`config.mk`:
```
export PLATFORM = sky130hd
export DESIGN_NAME = stack_ctrl_flat
export DESIGN_NICKNAME = d
export VERILOG_FILES = /design/src/rtl/stack_ctrl_if.sv /design/src/rtl/stack_ctrl.sv /design/src/flat_wrapper.sv
export SDC_FILE = /design/constraint.sdc
export NUM_CORES = 1
export LEC_CHECK = 0
export CAP_MARGIN = 20
export CORE_MARGIN = 8
export CORE_UTILIZATION = 35
export CTS_BUF_LIST = sky130_fd_sc_hd__clkbuf_4 sky130_fd_sc_hd__clkbuf_8
export CTS_CLUSTER_SIZE = 40
export DETAILED_ROUTE_END_ITERATION = 8
export GPL_TIMING_DRIVEN = 0
export HOLD_SLACK_MARGIN = 0.1
export PLACE_DENSITY = 0.69
export SYNTH_ARGS = -nofsm -noshare
export SYNTH_HDL_FRONTEND = slang
export SYNTH_SLANG_ARGS = --single-unit
```
`constraint.sdc`:
```
create_clock -name clock -period 2.02 [get_ports clock]
set_input_delay 0.202 -clock clock [delete_from_list [all_inputs] [get_ports clock]]
set_output_delay 0.202 -clock clock [all_outputs]
set_load 0.01 [all_outputs]
```
`src/rtl/stack_ctrl_if.sv`:
```
// ---------------------------------------------------------------------------
// stack_ctrl_if
// Request/response channel between a stack client and stack_ctrl.
//   req_valid  : request present (client -> controller)
//   req_ready  : controller can accept (controller -> client)
//   req_op     : 01 push, 10 pop, 11 top, 00 illegal
//   req_data   : push value
//   resp_valid : one-cycle response pulse
//   resp_data  : popped/top value, 0 for push or error
//   resp_err   : overflow, underflow or illegal op, qualified by resp_valid
// Modports: master = client side, slave = controller side.
// ---------------------------------------------------------------------------
interface stack_ctrl_if #(
    parameter int M = 32
);
    logic         req_valid;
    logic         req_ready;
    logic [1:0]   req_op;
    logic [M-1:0] req_data;
    logic         resp_valid;
    logic [M-1:0] resp_data;
    logic         resp_err;

    modport master (
        output req_valid, req_op, req_data,
        input  req_ready, resp_valid, resp_data, resp_err
    );

    modport slave (
        input  req_valid, req_op, req_data,
        output req_ready, resp_valid, resp_data, resp_err
    );
endinterface

```
`src/rtl/stack_ctrl.sv`:
```
// ---------------------------------------------------------------------------
// stack_ctrl
// Stack controller in front of a dual-port stack memory (asynchronous read,
// write on the falling clock edge while mem_beta is high). Accepts push, pop
// and top requests, owns the stack pointer, sequences the memory write enable
// and the read-settle wait, and returns exactly one response per request.
//
// Ports:
//   clock, reset : rising-edge clock, synchronous active-high reset
//   bus          : stack_ctrl_if.slave request/response channel
//   count        : current number of entries (IND_SIZE+1 bits)
//   full, empty  : count == N, count == 0
//   mem_in       : memory write data
//   mem_ind1     : memory write address
//   mem_ind2     : memory read address
//   mem_beta     : memory write enable
//   mem_out2     : memory read data
//
// Optional feature macro: STACK_CTRL_SCRUB_EN
//   When defined, a successful pop writes 0 into the freed entry in an extra
//   SCRUB cycle before the response.
// ---------------------------------------------------------------------------
module stack_ctrl #(
    parameter int N           = 1024,
    parameter int M           = 32,
    parameter int IND_SIZE    = $clog2(N),
    parameter int WAIT_CYCLES = 1
) (
    input  logic                clock,
    input  logic                reset,
    stack_ctrl_if.slave         bus,
    output logic [IND_SIZE:0]   count,
    output logic                full,
    output logic                empty,
    output logic [M-1:0]        mem_in,
    output logic [IND_SIZE-1:0] mem_ind1,
    output logic [IND_SIZE-1:0] mem_ind2,
    output logic                mem_beta,
    input  logic [M-1:0]        mem_out2
);

    localparam logic [1:0]        OP_PUSH   = 2'b01;
    localparam logic [1:0]        OP_POP    = 2'b10;
    localparam logic [1:0]        OP_TOP    = 2'b11;
    localparam logic [IND_SIZE:0] CNT_ONE   = (IND_SIZE+1)'(1);
    localparam logic [IND_SIZE:0] CNT_ZERO  = (IND_SIZE+1)'(0);
    localparam logic [IND_SIZE:0] CNT_FULL  = (IND_SIZE+1)'(N);
    // Down-counter reload: READ_WAIT lasts WAIT_CYCLES cycles, ending on zero.
    localparam logic [3:0]        WAIT_LOAD = 4'(WAIT_CYCLES - 1);

    typedef enum logic [2:0] {
        ST_IDLE      = 3'd0,
        ST_WRITE     = 3'd1,
        ST_READ_WAIT = 3'd2,
        ST_SCRUB     = 3'd3,
        ST_RESP      = 3'd4
    } state_t;

    state_t                state_r;
    logic [1:0]            op_r;
    logic [3:0]            wait_r;
    logic [IND_SIZE:0]     count_r;
    logic                  full_r;
    logic                  empty_r;
    logic [M-1:0]          mem_in_r;
    logic [IND_SIZE-1:0]   mem_ind1_r;
    logic [IND_SIZE-1:0]   mem_ind2_r;
    logic                  mem_beta_r;
    logic                  req_ready_r;
    logic                  resp_valid_r;
    logic [M-1:0]          resp_data_r;
    logic                  resp_err_r;
`ifdef STACK_CTRL_SCRUB_EN
    logic [M-1:0]          rd_data_r;
`endif

    logic [IND_SIZE:0]     count_inc_s;
    logic [IND_SIZE:0]     count_dec_s;

    // Neighbouring stack pointer values; only used where they cannot wrap.
    always_comb begin
        count_inc_s = count_r + CNT_ONE;
        count_dec_s = count_r - CNT_ONE;
    end

    // Controller FSM with all outputs registered.
    always_ff @(posedge clock) begin
        if (reset) begin
            state_r      <= ST_IDLE;
            op_r         <= 2'b00;
            wait_r       <= 4'd0;
            count_r      <= CNT_ZERO;
            full_r       <= 1'b0;
            empty_r      <= 1'b1;
            mem_in_r     <= '0;
            mem_ind1_r   <= '0;
            mem_ind2_r   <= '0;
            mem_beta_r   <= 1'b0;
            req_ready_r  <= 1'b1;
            resp_valid_r <= 1'b0;
            resp_data_r  <= '0;
            resp_err_r   <= 1'b0;
`ifdef STACK_CTRL_SCRUB_EN
            rd_data_r    <= '0;
`endif
        end else begin
            case (state_r)
                ST_IDLE: begin
                    if (bus.req_valid) begin
                        req_ready_r <= 1'b0;
                        op_r        <= bus.req_op;
                        case (bus.req_op)
                            OP_PUSH: begin
                                if (!full_r) begin
                                    // mem_ind1 already tracks count while idle.
                                    state_r    <= ST_WRITE;
                                    mem_beta_r <= 1'b1;
                                    mem_in_r   <= bus.req_data;
                                end else begin
                                    state_r      <= ST_RESP;
                                    resp_valid_r <= 1'b1;
                                    resp_err_r   <= 1'b1;
                                    resp_data_r  <= '0;
                                end
                            end
                            OP_POP, OP_TOP: begin
                                if (!empty_r) begin
                                    state_r    <= ST_READ_WAIT;
                                    mem_ind2_r <= count_dec_s[IND_SIZE-1:0];
                                    wait_r     <= WAIT_LOAD;
                                end else begin
                                    state_r      <= ST_RESP;
                                    resp_valid_r <= 1'b1;
                                    resp_err_r   <= 1'b1;
                                    resp_data_r  <= '0;
                                end
                            end
                            default: begin
                                state_r      <= ST_RESP;
                                resp_valid_r <= 1'b1;
                                resp_err_r   <= 1'b1;
                                resp_data_r  <= '0;
                            end
                        endcase
                    end else begin
                        req_ready_r <= 1'b1;
                    end
                end

                ST_WRITE: begin
                    mem_beta_r   <= 1'b0;
                    mem_in_r     <= '0;
                    count_r      <= count_inc_s;
                    mem_ind1_r   <= count_inc_s[IND_SIZE-1:0];
                    full_r       <= (count_inc_s == CNT_FULL);
                    empty_r      <= 1'b0;
                    state_r      <= ST_RESP;
                    resp_valid_r <= 1'b1;
                    resp_err_r   <= 1'b0;
                    resp_data_r  <= '0;
                end

                ST_READ_WAIT: begin
                    if (wait_r == 4'd0) begin
                        if (op_r == OP_POP) begin
                            count_r    <= count_dec_s;
                            // After the decrement, count equals the freed slot.
                            mem_ind1_r <= count_dec_s[IND_SIZE-1:0];
                            full_r     <= 1'b0;
                            empty_r    <= (count_dec_s == CNT_ZERO);
`ifdef STACK_CTRL_SCRUB_EN
                            rd_data_r  <= mem_out2;
                            state_r    <= ST_SCRUB;
                            mem_beta_r <= 1'b1;
                            mem_in_r   <= '0;
`else
                            state_r      <= ST_RESP;
                            resp_valid_r <= 1'b1;
                            resp_err_r   <= 1'b0;
                            resp_data_r  <= mem_out2;
`endif
                        end else begin
                            state_r      <= ST_RESP;
                            resp_valid_r <= 1'b1;
                            resp_err_r   <= 1'b0;
                            resp_data_r  <= mem_out2;
                        end
                    end else begin
                        wait_r <= wait_r - 4'd1;
                    end
                end

`ifdef STACK_CTRL_SCRUB_EN
                ST_SCRUB: begin
                    mem_beta_r   <= 1'b0;
                    state_r      <= ST_RESP;
                    resp_valid_r <= 1'b1;
                    resp_err_r   <= 1'b0;
                    resp_data_r  <= rd_data_r;
                end
`endif

                ST_RESP: begin
                    resp_valid_r <= 1'b0;
                    resp_err_r   <= 1'b0;
                    resp_data_r  <= '0;
                    state_r      <= ST_IDLE;
                    req_ready_r  <= 1'b1;
                end

                default: begin
                    // Unreachable encodings recover to a quiet IDLE.
                    state_r      <= ST_IDLE;
                    mem_beta_r   <= 1'b0;
                    mem_in_r     <= '0;
                    resp_valid_r <= 1'b0;
                    resp_err_r   <= 1'b0;
                    resp_data_r  <= '0;
                    req_ready_r  <= 1'b1;
                end
            endcase
        end
    end

    assign bus.req_ready  = req_ready_r;
    assign bus.resp_valid = resp_valid_r;
    assign bus.resp_data  = resp_data_r;
    assign bus.resp_err   = resp_err_r;
    assign count          = count_r;
    assign full           = full_r;
    assign empty          = empty_r;
    assign mem_in         = mem_in_r;
    assign mem_ind1       = mem_ind1_r;
    assign mem_ind2       = mem_ind2_r;
    assign mem_beta       = mem_beta_r;

endmodule

```
`src/flat_wrapper.sv`:
```
// flat-port wrapper written by rule: the top's interface ports become plain ports
module stack_ctrl_flat 
#(
    parameter int N           = 1024,
    parameter int M           = 32,
    parameter int IND_SIZE    = $clog2(N),
    parameter int WAIT_CYCLES = 1
)
  (clock, reset, count, full, empty, mem_in, mem_ind1, mem_ind2, mem_beta, mem_out2, bus_req_valid, bus_req_op, bus_req_data, bus_req_ready, bus_resp_valid, bus_resp_data, bus_resp_err);
  stack_ctrl_if #(.M(M)) bus_i ();
  input  logic clock;
  input  logic reset;
  output logic [IND_SIZE:0] count;
  output logic full;
  output logic empty;
  output logic [M-1:0] mem_in;
  output logic [IND_SIZE-1:0] mem_ind1;
  output logic [IND_SIZE-1:0] mem_ind2;
  output logic mem_beta;
  input  logic [M-1:0] mem_out2;
  input wire logic [$bits(bus_i.req_valid)-1:0] bus_req_valid;
  input wire logic [$bits(bus_i.req_op)-1:0] bus_req_op;
  input wire logic [$bits(bus_i.req_data)-1:0] bus_req_data;
  output wire logic [$bits(bus_i.req_ready)-1:0] bus_req_ready;
  output wire logic [$bits(bus_i.resp_valid)-1:0] bus_resp_valid;
  output wire logic [$bits(bus_i.resp_data)-1:0] bus_resp_data;
  output wire logic [$bits(bus_i.resp_err)-1:0] bus_resp_err;
  assign bus_i.req_valid = bus_req_valid;
  assign bus_i.req_op = bus_req_op;
  assign bus_i.req_data = bus_req_data;
  assign bus_req_ready = bus_i.req_ready;
  assign bus_resp_valid = bus_i.resp_valid;
  assign bus_resp_data = bus_i.resp_data;
  assign bus_resp_err = bus_i.resp_err;
  stack_ctrl #(.N(N), .M(M), .IND_SIZE(IND_SIZE), .WAIT_CYCLES(WAIT_CYCLES)) u_core (.clock(clock), .reset(reset), .bus(bus_i), .count(count), .full(full), .empty(empty), .mem_in(mem_in), .mem_ind1(mem_ind1), .mem_ind2(mem_ind2), .mem_beta(mem_beta), .mem_out2(mem_out2));
endmodule
```
==> impl_metrics.csv, run 1 <==
group,metric,value,unit
setup_path,crit_type,"reg2reg",
synth,synth_seq_cells,100,
final_layout,regArea,2020,um^2
synth,synth_top_area_share,45.2,%
synth,synthSimpleGateAreaFrac,23.7,%
hold_path,holdPathStages,2,
final_layout,syn_to_final_growth,55.8,%
synth,synth_adder_area_share,1.70,%
sta,setup_viol,0,
pwr,power.leakage,2.45,nW
die,coreArea,12500,um^2
synth,yosys.area.top_type,"dfxtp_1",
sta,whs,0.360,ns
synth,syn_nets,600,
synth,yosysWarnings,0,
die,die_w,128,um
synth,syn_avg_cell_area,8.43,um^2
synth,netlist_area,4430,um^2
synth,synth_compound_area_share,17.5,%
final_layout,layout_commonest_cell,"clkdlybuf4s50_1",
drt,post-route-drc-count,0,
synth,yosysSeqAreaShare,45.2,%
drt,firstDrtPassIters,5,
sta,slew_violations,0,
setup_path,timing.rr.end,"u_core.empty",
clock_tree,cts-htree-levels,3,
final_layout,multi_input_area,2270,um^2
hold_path,min_to,"u_core.bus.resp_valid",
sta,hold_violations,0,
setup_path,cp.arrival,2.23,ns
placement,gp_congestion,0.878,
synth,async_reset_ff_share,0,%
drt,drtAntennaViolNets,0,
grt,gr-usage-all-layers,18.4,%
die,die_area,16500,um^2
synth,synth-edff-count,0,
clock_tree,cts_buffers,9,
die,die_y,128,um
run_status,status,"finished, final reports clean",
hold_path,hold_path_class,"in2reg",
clock_tree,hold_buffers,0,
setup_path,reg2reg_slack,0.09,ns
die,start_util,35.5,%
clock_tree,cts_sinks,100,
sta,slew_headroom,59.6,%
clock_tree,cts_tree,"done",
setup_path,end_kind,"flop",
placement,hpwl,11600,um
flow_run,cap_violations,0,
hold_path,min_from,"reset",
synth,ys_top_cells_by_area,"dfxtp_1, nor2_1, a21oi_1",
die,ioPinCount,170,
synth,netlist_instances,525,
pwr,p_per_area,577,nW/um^2
grt,antenna_found_initial,0,
setup_path,r2r-start,"u_core.mem_ind1[1]",
synth,synth_top_family_by_area,"simple AND/OR/NAND/NOR gates",
pwr,finalPower,0.00398,W
drt,drt_iter0_drc,283,
synth,synthMuxAreaShare,1.61,%
final_layout,nFillCells,1151,
setup_path,r2r_cells,9,
sta,finClkSkew,0.00882,ns
grt,grt_start_max_net_pins,18,
setup_path,critPathLaunchType,"flop",
final_layout,nNetsFinal,795,
setup_path,path_max_fanout,5,
drt,dr_total_vias,4627,
drt,avgRoutedWirePerCell,17.3,um
grt,grt_pass1_vias,4572,
drt,routed_via_density,5.16,
setup_path,cp.required,2.32,ns
sta,period_share,95.8,%
clock_tree,clockBufferDepth,2,
final_layout,drive_gt1_share,13.8,%
placement,portBuffers,168,
clock_tree,clock-root-buffer,"clkbuf_8",
grt,grt_pass1_wl,24200,um
synth,synth_cell_types,53,
sta,fmax,517,MHz
drt,wirelength,15500,um
clock_tree,path_clk_slew,0.10,ns
synth,synth-xor-area-share,3.56,%
pwr,peakVddDrop,0.429,mV
final_layout,num_antenna_cells,0,
final_layout,final_cell_mix,"clkdlybuf4s50_1, dfxtp_1, nor2_1",
die,fp-row-count,41,
clock_tree,clock_latency,0.38,ns
grt,grt_overflow,0,
sta,tightest_slew,0.606,ns
sta,rsz0062_at_grt,"no",
synth,ys.flop_type,"dfxtp_1",
sta,fin_crit,1.93,ns
[cell families (layout without fill, tap and decap cells)]
family	count (synthesis)	after routing
AND/OR/NAND/NOR	212	212
buffers and inverters	62	262
flip-flops	100	100
adder cells (fa/ha/maj)	6	6
AO/OA/AOI/OAI	120	120
XOR/XNOR	18	18
multiplexers	7	7
[synthesized netlist by cell type (all sizes together) (2+ instances only)]
cell type  number
dfxtp         100
nor2           76
a21oi          52
nand2          43
nand4          35
a22oi          32
buf            30
clkbuf         27
xnor2          14
o21ai          10
a211oi          9
nand3           8
nor3            8
nand2b          7
nor4            7
or3             7
ha              6
mux2i           6
inv             5
nor3b           4
xor2            4
and3            3
nor2b           3
nor4b           3
a2bb2oi         2
a31oi           2
and4            2
or3b            2
[final cells by class]
| class | count | area share, % |
|---|---|---|
| Multi-Input combinational cell | 363 | 32.9 |
| Tap cell | 172 | 3.12 |
| Clock buffer | 9 | 1.80 |
| Buffer | 57 | 4.86 |
| Inverter | 5 | 0.381 |
| Timing Repair Buffer | 184 | 26.2 |
| Clock inverter | 7 | 1.43 |
| Sequential cell | 100 | 29.2 |
[worst max-delay path by stage]
stage / to / start / slack, ns / cells after the start
after floorplan: u_core.empty / u_core.mem_ind1[1] / -0.004 / 8
after global placement: u_core.mem_ind1[6] / u_core.wait_r[0] / -0.50 / 8
after detailed placement: u_core.mem_ind1[6] / u_core.wait_r[0] / -0.59 / 8
after CTS: u_core.empty / u_core.mem_ind1[1] / 0.0004 / 8
after global routing: u_core.mem_ind1[6] / u_core.wait_r[0] / 0.008 / 9
final: u_core.empty / u_core.mem_ind1[1] / 0.09 / 9
[power breakdown]
group,internal [W],switching [W],leakage (nW)
clock,0.000704,0.000729,0.110
sequential,0.00200,0.0000229,0.813
combinational,0.000276,0.000242,1.53
total,0.00298,0.000994,2.45
[critical path, stage by stage (launching register included)]
cell and delay, ns:
dfxtp_4 0.38, buf_8 0.13, inv_6 0.06, ha_4 0.13, nor2b_4 0.16, buf_6 0.11, a31oi_1 0.07, a2bb2oi_1 0.14
or4_4 0.51, o31ai_4 0.17
[stage by stage]
| stage | setup TNS [ns] | instances | area [um^2] | setup WS [ns] | utilization (%) |
|---|---|---|---|---|---|
| final | 0 | 897 | 6900 | 0.0853 | 55.3 |
| after global routing | 0 | 897 | 6900 | 0.00818 | 55.3 |
| after CTS | 0 | 889 | 6710 | 0.000402 | 53.8 |
| after detailed placement | -21.42 | 865 | 6350 | -0.590 | 50.9 |
| after global placement | -17.22 | 865 | 6350 | -0.502 | 50.9 |
| after floorplan | -0.00423 | 525 | 4450 | -0.00423 | - |
[state kept, by name, indices dropped and copies added (netlist names)]
signal	count
u_core.mem_beta	1
u_core.mem_in	32
u_core.bus.req_ready	1
u_core.bus.resp_data	32
u_core.empty	1
u_core.mem_ind2	10
u_core.mem_ind1	9
u_core.state_r	3
u_core.bus.resp_err	1
u_core.op_r	2
u_core.count	2
u_core.bus.resp_valid	1
u_core.full	1
u_core.wait_r	4
[timing repair]
| action | 4_1_cts | 5_1_grt |
|---|---|---|
| buffers inserted | 8 | 8 |
| resized for setup | 19 | 46 |
| pin swaps | 2 | 5 |
| endpoints found under the setup margin | 47 | 65 |
[layer usage]
metal	wire length, um	vias up	track usage (%)	part of all wire (%)
li1	-	2251	-	-
met1	6440	2190	21.7	41
met3	1450	24	6.16	9.3
met5	0	-	0	0
met4	322	0	7.13	2.1
met2	7320	162	30.2	47
No activity file was read; power rests on OpenSTA's default activity.
==> run 2, diff against run 1 <==
--- a/config.mk
+++ b/config.mk
@@ -9,3 +9,3 @@
 export CORE_MARGIN = 8
-export CORE_UTILIZATION = 35
+export CORE_UTILIZATION = 41
 export CTS_BUF_LIST = sky130_fd_sc_hd__clkbuf_4 sky130_fd_sc_hd__clkbuf_8
@@ -15,3 +15,3 @@
 export HOLD_SLACK_MARGIN = 0.1
-export PLACE_DENSITY = 0.69
+export PLACE_DENSITY = 0.79
 export SYNTH_ARGS = -nofsm -noshare
--- a/constraint.sdc
+++ b/constraint.sdc
@@ -3,2 +3,2 @@
 set_output_delay 0.202 -clock clock [all_outputs]
-set_load 0.01 [all_outputs]
+set_load 0.1 [all_outputs]
==> run 2 against run 1 <==
  * Sequential power about the same
  * Sequential share of layout area increased by 1.6 points
  * Total power grew 1.4%
  * First-iteration DRC count is 9.5% higher
  * Design area fell by 4.3%
  * Highest routed layer unchanged
  * Critical path type unchanged
  * Clock-buffer cell count rose by 1
==> impl_metrics.csv, run 2 (same netlist as run 1, synthesis figures left out) <==
group,metric,value,unit
run_status,status,"finished, final reports clean",
placement,placed_area,6370,um^2
sta,setup_slack,0.0341,ns
setup_path,cp.required,2.25,ns
grt,use_met3,5.82,%
drt,avgRoutedWirePerCell,17.5,um
grt,grt_pass1_wl,23800,um
grt,gr-usage-all-layers,20.0,%
final_layout,drive_gt1_share,12.9,%
sta,period_share,98.3,%
drt,routed_via_density,5.37,
grt,grt_pass1_vias,4526,
final_layout,final_cell_mix,"dlygate4sd2_1, dfxtp_1, nor2_1",
pwr,power.leakage,2.83,nW
pwr,p_per_area,612,nW/um^2
drt,drtAntennaViolNets,0,
hold_path,hold_path_class,"in2reg",
die,ioPinCount,170,
grt,antenna_found_initial,0,
setup_path,end_kind,"flop",
drt,firstDrtPassIters,5,
die,start_util,41.4,%
clock_tree,cts-htree-levels,3,
die,die_w,120,um
final_layout,syn_to_final_growth,49.1,%
sta,setup_viol,0,
sta,fin_setup_tns,0,ns
die,coreArea,10700,um^2
drt,dr_total_vias,4584,
grt,grt_overflow,0,
drt,wirelength,15000,um
final_layout,nFillCells,998,
drt,post-route-drc-count,0,
setup_path,cp.arrival,2.22,ns
final_layout,design_area,6600,um^2
grt,grt_use_met2,33.6,%
setup_path,critPathLaunchType,"flop",
clock_tree,cts_tree,"done",
clock_tree,clockBufferDepth,2,
pwr,peakVddDrop,0.380,mV
sta,fmax,504,MHz
clock_tree,hold_buffers,0,
clock_tree,cts_buffers,9,
setup_path,crit_type,"reg2reg",
sta,fin_crit,1.99,ns
sta,hold_violations,0,
grt,grt_use_met1,24.5,%
clock_tree,clock_latency,0.37,ns
final_layout,nNetsFinal,784,
clock_tree,path_clk_slew,0.10,ns
die,fp-row-count,38,
sta,tightest_slew,1.01,ns
drt,drt_iter0_drc,310,
clock_tree,clock-root-buffer,"clkbuf_8",
sta,slew_violations,0,
grt,top_usage_layer,"met2",
setup_path,path_max_fanout,10,
placement,gp_congestion,0.891,
die,die_area,14400,um^2
placement,post-place-ws,-0.495,ns
sta,rsz0062_at_grt,"yes",
clock_tree,cts_sinks,100,
placement,portBuffers,168,
die,die_y,120,um
final_layout,num_antenna_cells,0,
flow_run,cap_violations,0,
sta,finClkSkew,0.0179,ns
sta,slew_headroom,32.7,%
grt,grt_start_max_net_pins,18,
final_layout,layout_commonest_cell,"dlygate4sd2_1",
placement,hpwl,11200,um
==> run 2: changes by cell type in the layout (fill, tap and decap cells not counted), moves of 4 or more <==
cell             delta
dfxtp_4             +5
buf_6               -4
dlygate4sd2_1      +97
buf_4               -8
clkdlybuf4s50_1   -101
==> run 2: path summary, 6_finish.rpt <==
kind | to | slack [ns] | cells after the start | startpoint
setup / recovery | u_core.mem_ind1[6] | 0.03 | 8 | u_core.wait_r[0]
hold / removal | u_core.bus.resp_valid | 0.35 | 2 | reset
setup reg to reg | u_core.mem_ind1[6] | 0.03 | 8 | u_core.wait_r[0]
hold reg to reg | u_core.bus.resp_data[18] | 0.45 | 2 | u_core.bus.resp_data[18]
==> run 2: worst max-delay path, stage by stage, from the launching register on <==
cell and delay [ns]:
dfxtp_1 0.40, inv_1 0.08, ha_1 0.20, nor3b_4 0.16
a41oi_2 0.40, clkbuf_4 0.33, a21oi_1 0.07, xnor2_1 0.15
nor2_1 0.06
==> run 2: layer usage <==
layer / routed length, um / up-vias / part of all wire [%]
li1: - / 2239 / -
met1: 6340 / 2138 / 42
met2: 7110 / 182 / 48
met3: 1270 / 25 / 8.5
met4: 234 / 0 / 1.6
met5: 0 / - / 0
==> run 2: cell type report <==
class / instances / area, um^2 / share of cell area (%)
inverters: 5 / 23.8 / 0.360
well taps: 140 / 175 / 2.66
plain buffers: 56 / 305 / 4.63
clock buffers: 10 / 131 / 1.99
clock inverters: 6 / 71.3 / 1.08
flip-flops and latches: 100 / 2030 / 30.8
repair buffers: 174 / 1600 / 24.3
multi-input cells: 363 / 2260 / 34.2
==> run 2: per-stage QoR <==
stage | std cells | utilization, % | hold slack [ns] | total power [W]
finish | 854 | 61.7 | 0.348 | 0.00404
global route | 854 | 61.7 | 0.383 | 0.00419
CTS | 851 | 60.9 | 0.355 | 0.00403
detailed placement | 833 | 59.6 | 0.443 | 0.00275
global placement | 833 | 59.6 | 0.439 | 0.00274
floorplan | 525 | - | 0.346 | 0.00249
==> run 2: where the power goes <==
| part | leakage (nW) | switching [W] | internal [W] |
|---|---|---|---|
| registers | 0.816 | 0.0000212 | 0.00200 |
| logic | 1.91 | 0.000452 | 0.000235 |
| clock network | 0.0984 | 0.000731 | 0.000599 |
==> run 2: what timing repair did <==
item,CTS,global route
gates cloned,0,0
gates resized for setup,116,25
pin swaps,0,6
endpoints found under the setup margin,144,50
setup buffers,2,4
==> run 3, diff against run 2 <==
Settings changed: SLEW_MARGIN from default to 5.
==> results of run 3 <==
No change in the layout: final DEF, timing and power equal those of run 2.
